[config.mk]
export PLATFORM = sky130hd
export DESIGN_NAME = serial_cmp_flat
export DESIGN_NICKNAME = d
export VERILOG_FILES = /design/src/rtl/serial_cmp_pkg.sv /design/src/rtl/serial_cmp_if.sv /design/src/rtl/cmp_chunk.sv /design/src/rtl/serial_cmp.sv /design/src/flat_wrapper.sv
export SDC_FILE = /design/constraint.sdc
export NUM_CORES = 1
export LEC_CHECK = 0
export CORE_AREA = 2 2 114 105
export CTS_CLUSTER_SIZE = 25
export DETAILED_ROUTE_END_ITERATION = 6
export DIE_AREA = 0 0 116 107
export GPL_TIMING_DRIVEN = 0
export PLACE_DENSITY = 0.59
export SLEW_MARGIN = 20
export SYNTH_ARGS = -nofsm -noshare
export SYNTH_HDL_FRONTEND = slang
export SYNTH_HIERARCHICAL = 1
export SYNTH_SLANG_ARGS = --single-unit
[constraint.sdc]
create_clock -name clk -period 1.56 [get_ports clk]
set_clock_uncertainty 0.05 [all_clocks]
set_input_delay 0.312 -clock clk [delete_from_list [all_inputs] [get_ports clk]]
set_output_delay 0.312 -clock clk [all_outputs]
set_load 0.005 [all_outputs]
[src/rtl/serial_cmp_pkg.sv]
// serial_cmp_pkg: shared types for the serial magnitude comparator.
// Holds the controller state encoding and the per-chunk verdict record.
package serial_cmp_pkg;

   typedef enum logic [1:0] {
      ST_IDLE = 2'd0,
      ST_RUN  = 2'd1,
      ST_DONE = 2'd2
   } state_e;

   // Outcome of comparing one operand pair (or one chunk pair).
   typedef struct packed {
      logic gt;
      logic lt;
      logic eq;
   } verdict_t;

endpackage

[src/rtl/serial_cmp_if.sv]
// serial_cmp_if: operand/result handshake bundle for serial_cmp.
// master = producer/consumer side, slave = comparator side.
interface serial_cmp_if #(
   parameter int W = 32
);
   logic         in_valid;
   logic         in_ready;
   logic [W-1:0] a;
   logic [W-1:0] b;
   logic         out_valid;
   logic         out_ready;
   logic         gtu, ltu, geu, leu;
   logic         gts, lts, ges, les;
   logic         eq;

   modport master (
      output in_valid, a, b, out_ready,
      input  in_ready, out_valid,
      input  gtu, ltu, geu, leu, gts, lts, ges, les, eq
   );

   modport slave (
      input  in_valid, a, b, out_ready,
      output in_ready, out_valid,
      output gtu, ltu, geu, leu, gts, lts, ges, les, eq
   );
endinterface

[src/rtl/cmp_chunk.sv]
// cmp_chunk: combinational compare of one CW-bit chunk pair.
// Gives the unsigned verdict and, treating the chunks as two's complement,
// the signed verdict (only meaningful for the most significant chunk).
module cmp_chunk
   import serial_cmp_pkg::*;
#(
   parameter int CW = 8
) (
   input  logic [CW-1:0] i_a,
   input  logic [CW-1:0] i_b,
   output verdict_t      o_uns,
   output verdict_t      o_sgn
);
   logic signed [CW-1:0] w_sa;
   logic signed [CW-1:0] w_sb;

   assign w_sa = i_a;
   assign w_sb = i_b;

   // Both verdicts derived from the same chunk pair; equality is sign-agnostic.
   always_comb begin
      o_uns.gt = (i_a > i_b);
      o_uns.lt = (i_a < i_b);
      o_uns.eq = (i_a == i_b);
      o_sgn.gt = (w_sa > w_sb);
      o_sgn.lt = (w_sa < w_sb);
      o_sgn.eq = (i_a == i_b);
   end
endmodule

[src/rtl/serial_cmp.sv]
// serial_cmp: chunk-serial signed/unsigned magnitude comparator.
// Operands are shifted out MSB chunk first, one chunk per RUN cycle.
// Optional macro SERIAL_CMP_EARLY_EXIT_EN: finish right after the first
// unequal chunk; otherwise latency is fixed at N+1 cycles.
module serial_cmp
   import serial_cmp_pkg::*;
#(
   parameter int W  = 32,
   parameter int CW = 8
) (
   input logic        clk,
   input logic        rst_n,
   serial_cmp_if.slave bus
);
   localparam int N     = W / CW;
   localparam int IDX_W = (N > 1) ? $clog2(N) : 1;

   localparam logic [1:0] S_IDLE = ST_IDLE;
   localparam logic [1:0] S_RUN  = ST_RUN;
   localparam logic [1:0] S_DONE = ST_DONE;

   logic [1:0]       r_state;
   logic [W-1:0]     r_a;
   logic [W-1:0]     r_b;
   logic [IDX_W-1:0] r_idx;
   verdict_t         r_uv;
   verdict_t         r_sv;
   logic             r_fixed;

   verdict_t         w_cu;
   verdict_t         w_cs;
   logic             w_last;
   logic             w_exit;
   logic             w_done;

   // The current chunk is always the top CW bits of the shifting operands.
   cmp_chunk #(.CW(CW)) u_chunk (
      .i_a   (r_a[W-1 -: CW]),
      .i_b   (r_b[W-1 -: CW]),
      .o_uns (w_cu),
      .o_sgn (w_cs)
   );

   assign w_last = (r_idx == IDX_W'(N - 1));
`ifdef SERIAL_CMP_EARLY_EXIT_EN
   assign w_exit = w_last | ~w_cu.eq;
`else
   assign w_exit = w_last;
`endif

   // Controller and datapath: accept, walk the chunks, hold result until taken.
   always_ff @(posedge clk) begin
      if (!rst_n) begin
         r_state <= S_IDLE;
         r_a     <= '0;
         r_b     <= '0;
         r_idx   <= '0;
         r_uv    <= '0;
         r_sv    <= '0;
         r_fixed <= 1'b0;
      end else begin
         case (r_state)
            S_IDLE: begin
               if (bus.in_valid) begin
                  r_a     <= bus.a;
                  r_b     <= bus.b;
                  r_idx   <= '0;
                  r_fixed <= 1'b0;
                  r_state <= S_RUN;
               end
            end
            S_RUN: begin
               // First unequal chunk decides; the sign only matters on chunk 0.
               if (!r_fixed) begin
                  r_uv    <= w_cu;
                  r_sv    <= (r_idx == '0) ? w_cs : w_cu;
                  r_fixed <= ~w_cu.eq;
               end
               r_a   <= r_a << CW;
               r_b   <= r_b << CW;
               r_idx <= r_idx + IDX_W'(1);
               if (w_exit) begin
                  r_state <= S_DONE;
               end
            end
            S_DONE: begin
               if (bus.out_ready) begin
                  r_state <= S_IDLE;
               end
            end
            default: r_state <= S_IDLE;
         endcase
      end
   end

   assign w_done        = (r_state == S_DONE);
   assign bus.in_ready  = (r_state == S_IDLE);
   assign bus.out_valid = w_done;

   assign bus.gtu = w_done & r_uv.gt;
   assign bus.ltu = w_done & r_uv.lt;
   assign bus.geu = w_done & (r_uv.gt | r_uv.eq);
   assign bus.leu = w_done & (r_uv.lt | r_uv.eq);
   assign bus.gts = w_done & r_sv.gt;
   assign bus.lts = w_done & r_sv.lt;
   assign bus.ges = w_done & (r_sv.gt | r_sv.eq);
   assign bus.les = w_done & (r_sv.lt | r_sv.eq);
   assign bus.eq  = w_done & r_uv.eq;
endmodule

[src/flat_wrapper.sv]
// flat-port wrapper written by rule: the top's interface ports become plain ports
module serial_cmp_flat import serial_cmp_pkg::*;
#(
   parameter int W  = 32,
   parameter int CW = 8
)
  (clk, rst_n, bus_in_valid, bus_a, bus_b, bus_out_ready, bus_in_ready, bus_out_valid, bus_gtu, bus_ltu, bus_geu, bus_leu, bus_gts, bus_lts, bus_ges, bus_les, bus_eq);
  serial_cmp_if #(.W(W)) bus_i ();
  input logic clk;
  input logic rst_n;
  input wire logic [$bits(bus_i.in_valid)-1:0] bus_in_valid;
  input wire logic [$bits(bus_i.a)-1:0] bus_a;
  input wire logic [$bits(bus_i.b)-1:0] bus_b;
  input wire logic [$bits(bus_i.out_ready)-1:0] bus_out_ready;
  output wire logic [$bits(bus_i.in_ready)-1:0] bus_in_ready;
  output wire logic [$bits(bus_i.out_valid)-1:0] bus_out_valid;
  output wire logic [$bits(bus_i.gtu)-1:0] bus_gtu;
  output wire logic [$bits(bus_i.ltu)-1:0] bus_ltu;
  output wire logic [$bits(bus_i.geu)-1:0] bus_geu;
  output wire logic [$bits(bus_i.leu)-1:0] bus_leu;
  output wire logic [$bits(bus_i.gts)-1:0] bus_gts;
  output wire logic [$bits(bus_i.lts)-1:0] bus_lts;
  output wire logic [$bits(bus_i.ges)-1:0] bus_ges;
  output wire logic [$bits(bus_i.les)-1:0] bus_les;
  output wire logic [$bits(bus_i.eq)-1:0] bus_eq;
  assign bus_i.in_valid = bus_in_valid;
  assign bus_i.a = bus_a;
  assign bus_i.b = bus_b;
  assign bus_i.out_ready = bus_out_ready;
  assign bus_in_ready = bus_i.in_ready;
  assign bus_out_valid = bus_i.out_valid;
  assign bus_gtu = bus_i.gtu;
  assign bus_ltu = bus_i.ltu;
  assign bus_geu = bus_i.geu;
  assign bus_leu = bus_i.leu;
  assign bus_gts = bus_i.gts;
  assign bus_lts = bus_i.lts;
  assign bus_ges = bus_i.ges;
  assign bus_les = bus_i.les;
  assign bus_eq = bus_i.eq;
  serial_cmp #(.W(W), .CW(CW)) u_core (.clk(clk), .rst_n(rst_n), .bus(bus_i));
endmodule
==> results.sh, run 1 <==
export IMPL_rows=37
export IMPL_synth_top_area_frac=0.4559
export IMPL_crit_chain="inv_2, ha_4, a21o_1, a21oi_1, nand3_1, o221a_1, mux2i_1, a211oi_1"
export IMPL_fin_ws_ps=-171.7
export IMPL_p_clk_frac=0.463
export IMPL_area_growth_synth_to_final_pct=55.89
export IMPL_grt_pass1_vias=2903
export IMPL_power_frac_comb=0.171
export IMPL_synth_top_area_cell="dfxtp_1"
export IMPL_dieArea_sq_um=12410
export IMPL_netlist_area_sq_um=3293
export IMPL_worst_pin_slew_ps=803.8
export IMPL_layout_commonest_cell="clkdlybuf4s50_1"
export IMPL_antenna_found_initial=0
export IMPL_path_class="reg2reg"
export IMPL_synth_seq_cells=75
export IMPL_crit_fanout=2
export IMPL_synth_area_leaders="dfxtp_1, mux2i_1, o2bb2ai_1"
export IMPL_total_power_mw=5.924
export IMPL_p_sw_frac=0.2283
export IMPL_grt_overflow_total=0
export IMPL_rsz0062_at_grt="true"
export IMPL_setup_viol=14
export IMPL_clkSlewWorstSetupHoldPaths_ps=60
export IMPL_dpl_worst_slack_ps=-477.8
export IMPL_p_int_mw=4.571
export IMPL_portBuffers=77
export IMPL_r2r_cells=8
export IMPL_cts_hold_fix_buffers=0
export IMPL_grt_pass1_wl_mm=14.37
export IMPL_via_per_inst=4.769
export IMPL_ir_drop_v=0.0004895
export IMPL_post_drt_wl_per_cell_microns=15.43
export IMPL_clk_latency_ps=330
export IMPL_die_h_microns=107
export IMPL_grt_max_degree=14
export IMPL_drc=0
export IMPL_cp_required_ps=1710
export IMPL_core_sq_um=11200
export IMPL_multi_input_area_sq_um=1802
export IMPL_clk_path_buf_depth=2
export IMPL_vias=2809
export IMPL_finalNetCount=506
export IMPL_finalHoldViolCount=0
export IMPL_cp_slowest_cell="dfxtp_2"
export IMPL_syn_nets=400
export IMPL_cts_sinks=75
export IMPL_status="finished, violations left"
export IMPL_yosys_warnings=6
export IMPL_die_w_microns=116
export IMPL_routed_wl_mm=9.091
export IMPL_ys_types=41
export IMPL_ant_nets=0
export IMPL_leakage_nw=2.042
export IMPL_holdPathStages=3
export IMPL_most_common_layout_cells="clkdlybuf4s50_1, dfxtp_1, nor2_1, mux2i_1, o2bb2ai_1"
export IMPL_final_layout_size_suffix_gt1_frac=0.2887
export IMPL_pwr_share_seq=0.366
export IMPL_ys_seq_area_frac=0.4559
export IMPL_cts_tree="yes"
export IMPL_worst_ep_arrival_time_ps=1880
export IMPL_max_stage_delay_ps=340
export IMPL_relSlewSlack=0.4641
export IMPL_gp_congestion=0.7642
export IMPL_cp_start_kind="register"
export IMPL_hpwlAfterDp_mm=6.331
export IMPL_slew_violations=0
export IMPL_violations="negative setup slack"
export IMPL_min_period_ps=1732
export IMPL_cts_root_buf="clkbuf_16"
export IMPL_netlist_instances=322
export IMPL_min_period_over_period=1.110
export IMPL_nFillCells=1085
export IMPL_drt_iter0_markers=76
export IMPL_switching_power_mw=1.353
export IMPL_drtPass1Iterations=4
export IMPL_hp_class="in2reg"
export IMPL_n_antenna_cell=0
export IMPL_cap_viol_max_count=0
export IMPL_cts_buffers=9
export IMPL_powerDensity_nw_per_um2=1154
export IMPL_syn_area_per_cell_sq_um=10.23
export IMPL_seq_area_sq_um=1518
export IMPL_crit_path_end_kind="register"
export IMPL_io_pins=79
export IMPL_grt_usage=0.1474
export IMPL_ctsHtreeMaxLevel=3
export IMPL_fmax_ghz=0.5775
export IMPL_initial_utilization=0.2939
## state kept, by name, summed over array words and instances (netlist names)
signal / cells
u_core/r_a: 32
u_core/r_b: 32
u_core/r_fixed: 1
u_core/r_idx: 2
u_core/r_state: 2
u_core/r_sv: 3
u_core/r_uv: 3
## cell usage after synthesis (all sizes together)
cell type,count
o21a,5
nand2b,3
a22o,16
o221ai,16
o22ai,1
or3,1
a21oi,9
nand4,1
dfxtp,75
o2bb2ai,32
nor2b,2
o22a,1
or2,1
ha,10
o221a,1
mux2,1
nor3,1
o21ba,1
nand2,4
a21o,1
inv,16
o211ai,1
o21ai,5
nand3,2
and2,5
clkbuf,7
mux2i,36
nor3b,1
nor2,43
and4,1
a211oi,3
or3b,1
buf,19
## critical path: cells and delay by family, from the launching register on
kind	cells	cell delay (ps)
simple gates	1	120
mux	1	190
buf+inv	1	50
compound gates	4	650
flops	1	340
fa+ha+maj	1	210
## kinds of logic after synthesis
group	share of synthesized area
and+or+nand+nor	0.09841
buffers and inverters	0.06838
DFF	0.4559
adders and majority gates	0.03799
AOI/OAI and AO/OA	0.2264
muxes	0.1128
## stage by stage
step / area (sq um) / utilization / instances / setup TNS [ps] / hold slack (ps)
2_1_floorplan: 3294 / - / 322 / -54.85 / 375.8
3_3_place_gp: 4260 / 0.3803 / 555 / -31190 / 387.8
3_5_place_dp: 4260 / 0.3803 / 555 / -31640 / 390.6
4_1_cts: 4947 / 0.4416 / 583 / -4394 / 230.5
5_1_grt: 5134 / 0.4582 / 589 / -2252 / 234.4
6_report: 5134 / 0.4582 / 589 / -912.4 / 235.3
## power groups by stage
stage | sequential [mW] | combinational, mW | clock [mW]
after floorplan | 2.16 | 0.488 | 0
after global placement | 2.19 | 0.771 | 0
after detailed placement | 2.19 | 0.787 | 0
after CTS | 2.16 | 0.912 | 2.78
after global routing | 2.18 | 1.11 | 2.86
final | 2.17 | 1.01 | 2.74
## layout make-up
class,instances,share of cell area
Buffer,21,0.03583
Clock buffer,10,0.04655
Clock inverter,6,0.03095
Inverter,16,0.01170
Multi-Input combinational cell,205,0.3510
Sequential cell,75,0.2956
Tap cell,156,0.03802
Timing Repair Buffer,100,0.1903
## layer usage
layer	GRT usage	wire length [microns]	up-vias	part of all wire
met1	0.1880	4179	1346	0.46
met5	0	0	-	0
li1	-	-	1405	-
met4	0.04082	49	0	0.0054
met3	0.03844	391	5	0.043
met2	0.2456	4469	53	0.49
## worst paths after layout
kind	startpoint	endpoint	slack [ps]
max	u_core/r_b[29]	u_core/r_sv[2]	-170
min	rst_n	u_core/r_b[8]	240
max reg2reg	u_core/r_b[29]	u_core/r_sv[2]	-170
min reg2reg	u_core/r_b[26]	u_core/r_b[26]	400
## timing repair
action,4_1_cts,5_1_grt
pin swaps,18,27
gates cloned,1,2
endpoints found under the setup margin,69,70
buffers inserted,13,7
gates resized for setup,97,40
No activity file was read; power rests on OpenSTA's default activity.
==> run 2, diff against run 1 <==
- MAX_ROUTING_LAYER: unset -> met4
==> results.sh, run 2 (same netlist as run 1, synthesis figures left out) <==
export IMPL_initial_utilization=0.2939
export IMPL_portBuffers=77
export IMPL_cts_root_buf="clkbuf_16"
export IMPL_clkSlewWorstSetupHoldPaths_ps=60
export IMPL_powerDensity_nw_per_um2=1154
export IMPL_cts_sinks=75
export IMPL_r2r_start="u_core/r_b[29]"
export IMPL_ir_drop_v=0.0004870
export IMPL_grt_pass1_wl_mm=14.36
export IMPL_cp_start_kind="register"
export IMPL_min_period_over_period=1.110
export IMPL_hpwlAfterDp_mm=6.331
export IMPL_leakage_nw=2.042
export IMPL_multi_input_area_sq_um=1802
export IMPL_r2r_cells=8
export IMPL_finalNetCount=506
export IMPL_ctsHtreeMaxLevel=3
export IMPL_final_layout_size_suffix_gt1_frac=0.2887
export IMPL_status="finished, violations left"
export IMPL_antenna_found_initial=0
export IMPL_core_sq_um=11200
export IMPL_fin_ws_ps=-171.4
export IMPL_die_h_microns=107
export IMPL_vias=2806
export IMPL_total_power_mw=5.922
export IMPL_path_class="reg2reg"
export IMPL_hp_class="in2reg"
export IMPL_grt_pass1_vias=2903
export IMPL_n_antenna_cell=0
export IMPL_layout_commonest_cell="clkdlybuf4s50_1"
export IMPL_fmax_ghz=0.5776
export IMPL_cap_viol_max_count=0
export IMPL_grt_usage=0.1515
export IMPL_io_pins=79
export IMPL_grt_overflow_total=0
export IMPL_clk_latency_ps=330
export IMPL_violations="negative setup slack"
export IMPL_grt_max_degree=14
export IMPL_slew_violations=0
export IMPL_crit_fanout=2
export IMPL_timing_rr_end="u_core/r_sv[2]"
export IMPL_most_common_layout_cells="clkdlybuf4s50_1, dfxtp_1, nor2_1, mux2i_1, o2bb2ai_1"
export IMPL_rows=37
export IMPL_drtPass1Iterations=4
export IMPL_drc=0
export IMPL_holdPathStages=3
export IMPL_rsz0062_at_grt="true"
export IMPL_die_w_microns=116
export IMPL_cts_tree="yes"
export IMPL_routed_wl_mm=9.092
export IMPL_ant_nets=0
export IMPL_nFillCells=1085
export IMPL_placed_area_sq_um=4260
export IMPL_tns_ps=-895.0
export IMPL_drt_iter0_markers=81
export IMPL_r2r_setup_slack_ps=-170
export IMPL_cts_buffers=9
export IMPL_dieArea_sq_um=12410
export IMPL_gp_congestion=0.7744
export IMPL_setup_viol=14
export IMPL_clk_path_buf_depth=2
export IMPL_worst_ep_arrival_time_ps=1880
export IMPL_via_per_inst=4.764
export IMPL_hold_end="u_core/r_b[8]"
export IMPL_seq_area_sq_um=1518
export IMPL_area_growth_synth_to_final_pct=55.89
export IMPL_fin_area_sq_um=5134
export IMPL_reg_top3="u_core/r_a (32), u_core/r_b (32)"
export IMPL_post_drt_wl_per_cell_microns=15.44
export IMPL_min_period_ps=1731
export IMPL_relSlewSlack=0.4661
export IMPL_cp_required_ps=1710
export IMPL_worst_pin_slew_ps=800.8
export IMPL_cts_hold_fix_buffers=0
export IMPL_crit_path_end_kind="register"
export IMPL_finalHoldViolCount=0
export IMPL_min_from="rst_n"
run 2: cell counts in the layout (fill, tap and decap cells not counted):
No cell type changed its count.
run 2: metal layers:
layer	up-vias	wire, microns	global-route usage
li1	1405	-	-
met3	4	342	0.03561
met5	-	0	-
met1	1341	4214	0.1898
met2	56	4489	0.2456
met4	0	45	0.04082
run 2: worst max-delay path, cell delays in order (launching register included):
cell	delay [ps]
dfxtp_2	340
inv_2	50
ha_4	210
a21o_1	160
a21oi_1	170
nand3_1	120
o221a_1	240
mux2i_1	190
a211oi_1	90
run 2: layout make-up:
class                   instances  share of cell area
well taps                     156             0.03802
multi-input cells             205              0.3510
clock inverters                 6             0.03095
clock buffers                  10             0.04655
flip-flops and latches         75              0.2956
repair buffers                100              0.1903
inverters                      16             0.01170
plain buffers                  21             0.03583
run 2: through the flow:
step | setup WS [ps] | hold slack [ps] | util | cells
2_1_floorplan | -28.18 | 375.8 | - | 322
3_3_place_gp | -458.3 | 387.8 | 0.3803 | 555
3_5_place_dp | -477.8 | 390.6 | 0.3803 | 555
4_1_cts | -174.8 | 230.5 | 0.4416 | 583
5_1_grt | -314.9 | 234.4 | 0.4582 | 589
6_report | -171.4 | 238.3 | 0.4582 | 589
run 2: repair_timing:
item,CTS,global route
resized for setup,97,40
buffers inserted,13,7
gates cloned,1,2
endpoints found under the setup margin,69,70
pin swaps,18,27
run 2: how the worst max path moves through the flow:
stage                      to  slack (ps)               from  cells after the start
5_1_grt        u_core/r_sv[2]        -310     u_core/r_b[25]                      8
6_report       u_core/r_sv[2]        -170     u_core/r_b[29]                      8
2_1_floorplan  u_core/r_sv[2]         -30     u_core/r_b[25]                      8
3_3_place_gp   u_core/r_b[24]        -460       bus_in_valid                      6
4_1_cts               bus_gts        -170  u_core/r_state[1]                      6
3_5_place_dp    u_core/r_b[0]        -480       bus_in_valid                      6
run 2: power breakdown:
part	internal (mW)	switching (mW)	total [mW]
clock network	1.94	0.806	2.74
logic	0.570	0.445	1.01
registers	2.07	0.101	2.17
total	4.57	1.35	5.92
==> run 3, diff against run 2 <==
- SETUP_SLACK_MARGIN: unset -> 0.3
- SKIP_CTS_REPAIR_TIMING: unset -> 1
==> results.sh, run 3 (same netlist as run 1, synthesis figures left out) <==
export IMPL_portBuffers=77
export IMPL_crit_path_end_kind="primary output"
export IMPL_drtPass1Iterations=4
export IMPL_final_layout_size_suffix_gt1_frac=0.3258
export IMPL_powerDensity_nw_per_um2=989.9
export IMPL_io_pins=79
export IMPL_path_depth=7
export IMPL_setup_viol=46
export IMPL_timing_rr_end="u_core/r_sv[2]"
export IMPL_fin_area_sq_um=5236
export IMPL_grt_pass1_wl_mm=13.72
export IMPL_ant_nets=0
export IMPL_n_antenna_cell=0
export IMPL_rsz0062_at_grt="true"
export IMPL_crit_family="buffers and inverters"
export IMPL_dpl_worst_slack_ps=-476.0
export IMPL_gp_congestion=0.7743
export IMPL_cts_buffers=9
export IMPL_slew_violations=0
export IMPL_clk_path_buf_depth=2
export IMPL_via_per_inst=4.833
export IMPL_fin_util=0.4674
export IMPL_cp_required_ps=1200
export IMPL_dieArea_sq_um=12410
export IMPL_grt_overflow_total=0
export IMPL_violations="negative setup slack"
export IMPL_cts_root_buf="clkbuf_16"
export IMPL_r2r_setup_slack_ps=-200
export IMPL_layout_commonest_cell="dfxtp_1"
export IMPL_antenna_found_initial=0
export IMPL_min_period_ps=1811
export IMPL_relSlewSlack=0.4929
export IMPL_die_w_microns=116
export IMPL_die_h_microns=107
export IMPL_max_stage_delay_ps=320
export IMPL_leakage_nw=2.059
export IMPL_area_growth_synth_to_final_pct=59.00
export IMPL_initial_utilization=0.2939
export IMPL_core_sq_um=11200
export IMPL_drc=0
export IMPL_finalHoldViolCount=0
export IMPL_routed_wl_mm=9.345
export IMPL_status="finished, violations left"
export IMPL_fin_ws_ps=-251.5
export IMPL_tns_ps=-2504
export IMPL_grt_pass1_vias=2727
export IMPL_r2r_start="u_core/r_b[25]"
export IMPL_vias=2890
export IMPL_cp_startpoint="u_core/r_state[1]"
export IMPL_worst_pin_slew_ps=760.7
export IMPL_path_class="reg2out"
export IMPL_reg_top3="u_core/r_a (32), u_core/r_b (32)"
export IMPL_crit_fanout=4
export IMPL_rows=37
export IMPL_grt_max_degree=16
export IMPL_cpMostUsedCell="buf_6"
export IMPL_fmax_ghz=0.5520
export IMPL_placed_area_sq_um=4486
export IMPL_most_common_layout_cells="dfxtp_1, clkdlybuf4s50_1, nor2_1, mux2i_1, o2bb2ai_1"
export IMPL_cp_start_kind="register"
export IMPL_r2r_cells=8
export IMPL_hpwlAfterDp_mm=6.314
export IMPL_cts_sinks=75
export IMPL_drt_iter0_markers=132
export IMPL_ctsHtreeMaxLevel=3
export IMPL_cp_slowest_cell="dfxtp_2"
export IMPL_worst_ep_arrival_time_ps=1450
export IMPL_cap_viol_max_count=0
export IMPL_crit_chain="buf_6, nor2b_4, buf_6, buf_6, buf_6, and2_4, buf_6"
export IMPL_clk_latency_ps=340
export IMPL_post_drt_wl_per_cell_microns=15.63
export IMPL_cp_endpoint="bus_ltu"
export IMPL_min_period_over_period=1.161
export IMPL_clkSlewWorstSetupHoldPaths_ps=60
export IMPL_finalNetCount=515
export IMPL_cts_tree="yes"
export IMPL_grt_usage=0.1474
export IMPL_ir_drop_v=0.0004341
export IMPL_crit_buf_inv=5
export IMPL_hp_class="in2reg"
run 3: report_power, final:
| part | internal, mW | leakage [nW] | switching, mW |
|---|---|---|---|
| sequential | 2.07 | 0.622 | 0.102 |
| clock | 1.10 | 0.131 | 0.867 |
| combinational | 0.587 | 1.31 | 0.461 |
run 3: metal layers:
layer	wire length (microns)	global-route usage	up-vias
met4	155	0.06122	0
met3	325	0.02318	12
met5	0	-	-
met2	4591	0.2348	58
met1	4272	0.1865	1395
li1	-	-	1425
run 3: worst min-delay path by stage:
stage | from | endpoint | slack [ps] | cells after the start
after floorplan | u_core/r_b[25] | u_core/r_b[25] | 380 | 1
after global placement | u_core/r_b[25] | u_core/r_b[25] | 390 | 1
after detailed placement | u_core/r_b[25] | u_core/r_b[25] | 390 | 1
after CTS | rst_n | u_core/r_b[8] | 190 | 3
after global routing | rst_n | u_core/r_a[30] | 200 | 3
final | rst_n | u_core/r_a[30] | 200 | 3
run 3: cell type report:
cell class	count	area (sq um)
tap	156	195.2
clock buffer	9	225.2
timing repair buffer	104	1018
multi-input combinational	205	1856
sequential	75	1515
buffer	26	301.5
clock inverter	7	60.06
fill	1078	5967
inverter	16	65.06
run 3: worst reg2reg max path, delay by kind of cell (launching register included):
family,cells,cell delay [ps]
AOI/OAI and AO/OA,4,780
DFF,1,340
buffers and inverters,1,50
and+or+nand+nor,1,140
adders and majority gates,1,250
muxes,1,70
run 3: through the flow:
step	hold WS, ps	cells	power [mW]
floorplan	375.8	322	2.733
global placement	387.9	555	3.052
detailed placement	392.2	555	3.070
CTS	190.5	571	5.051
global route	195.4	598	5.420
finish	200.0	598	5.183
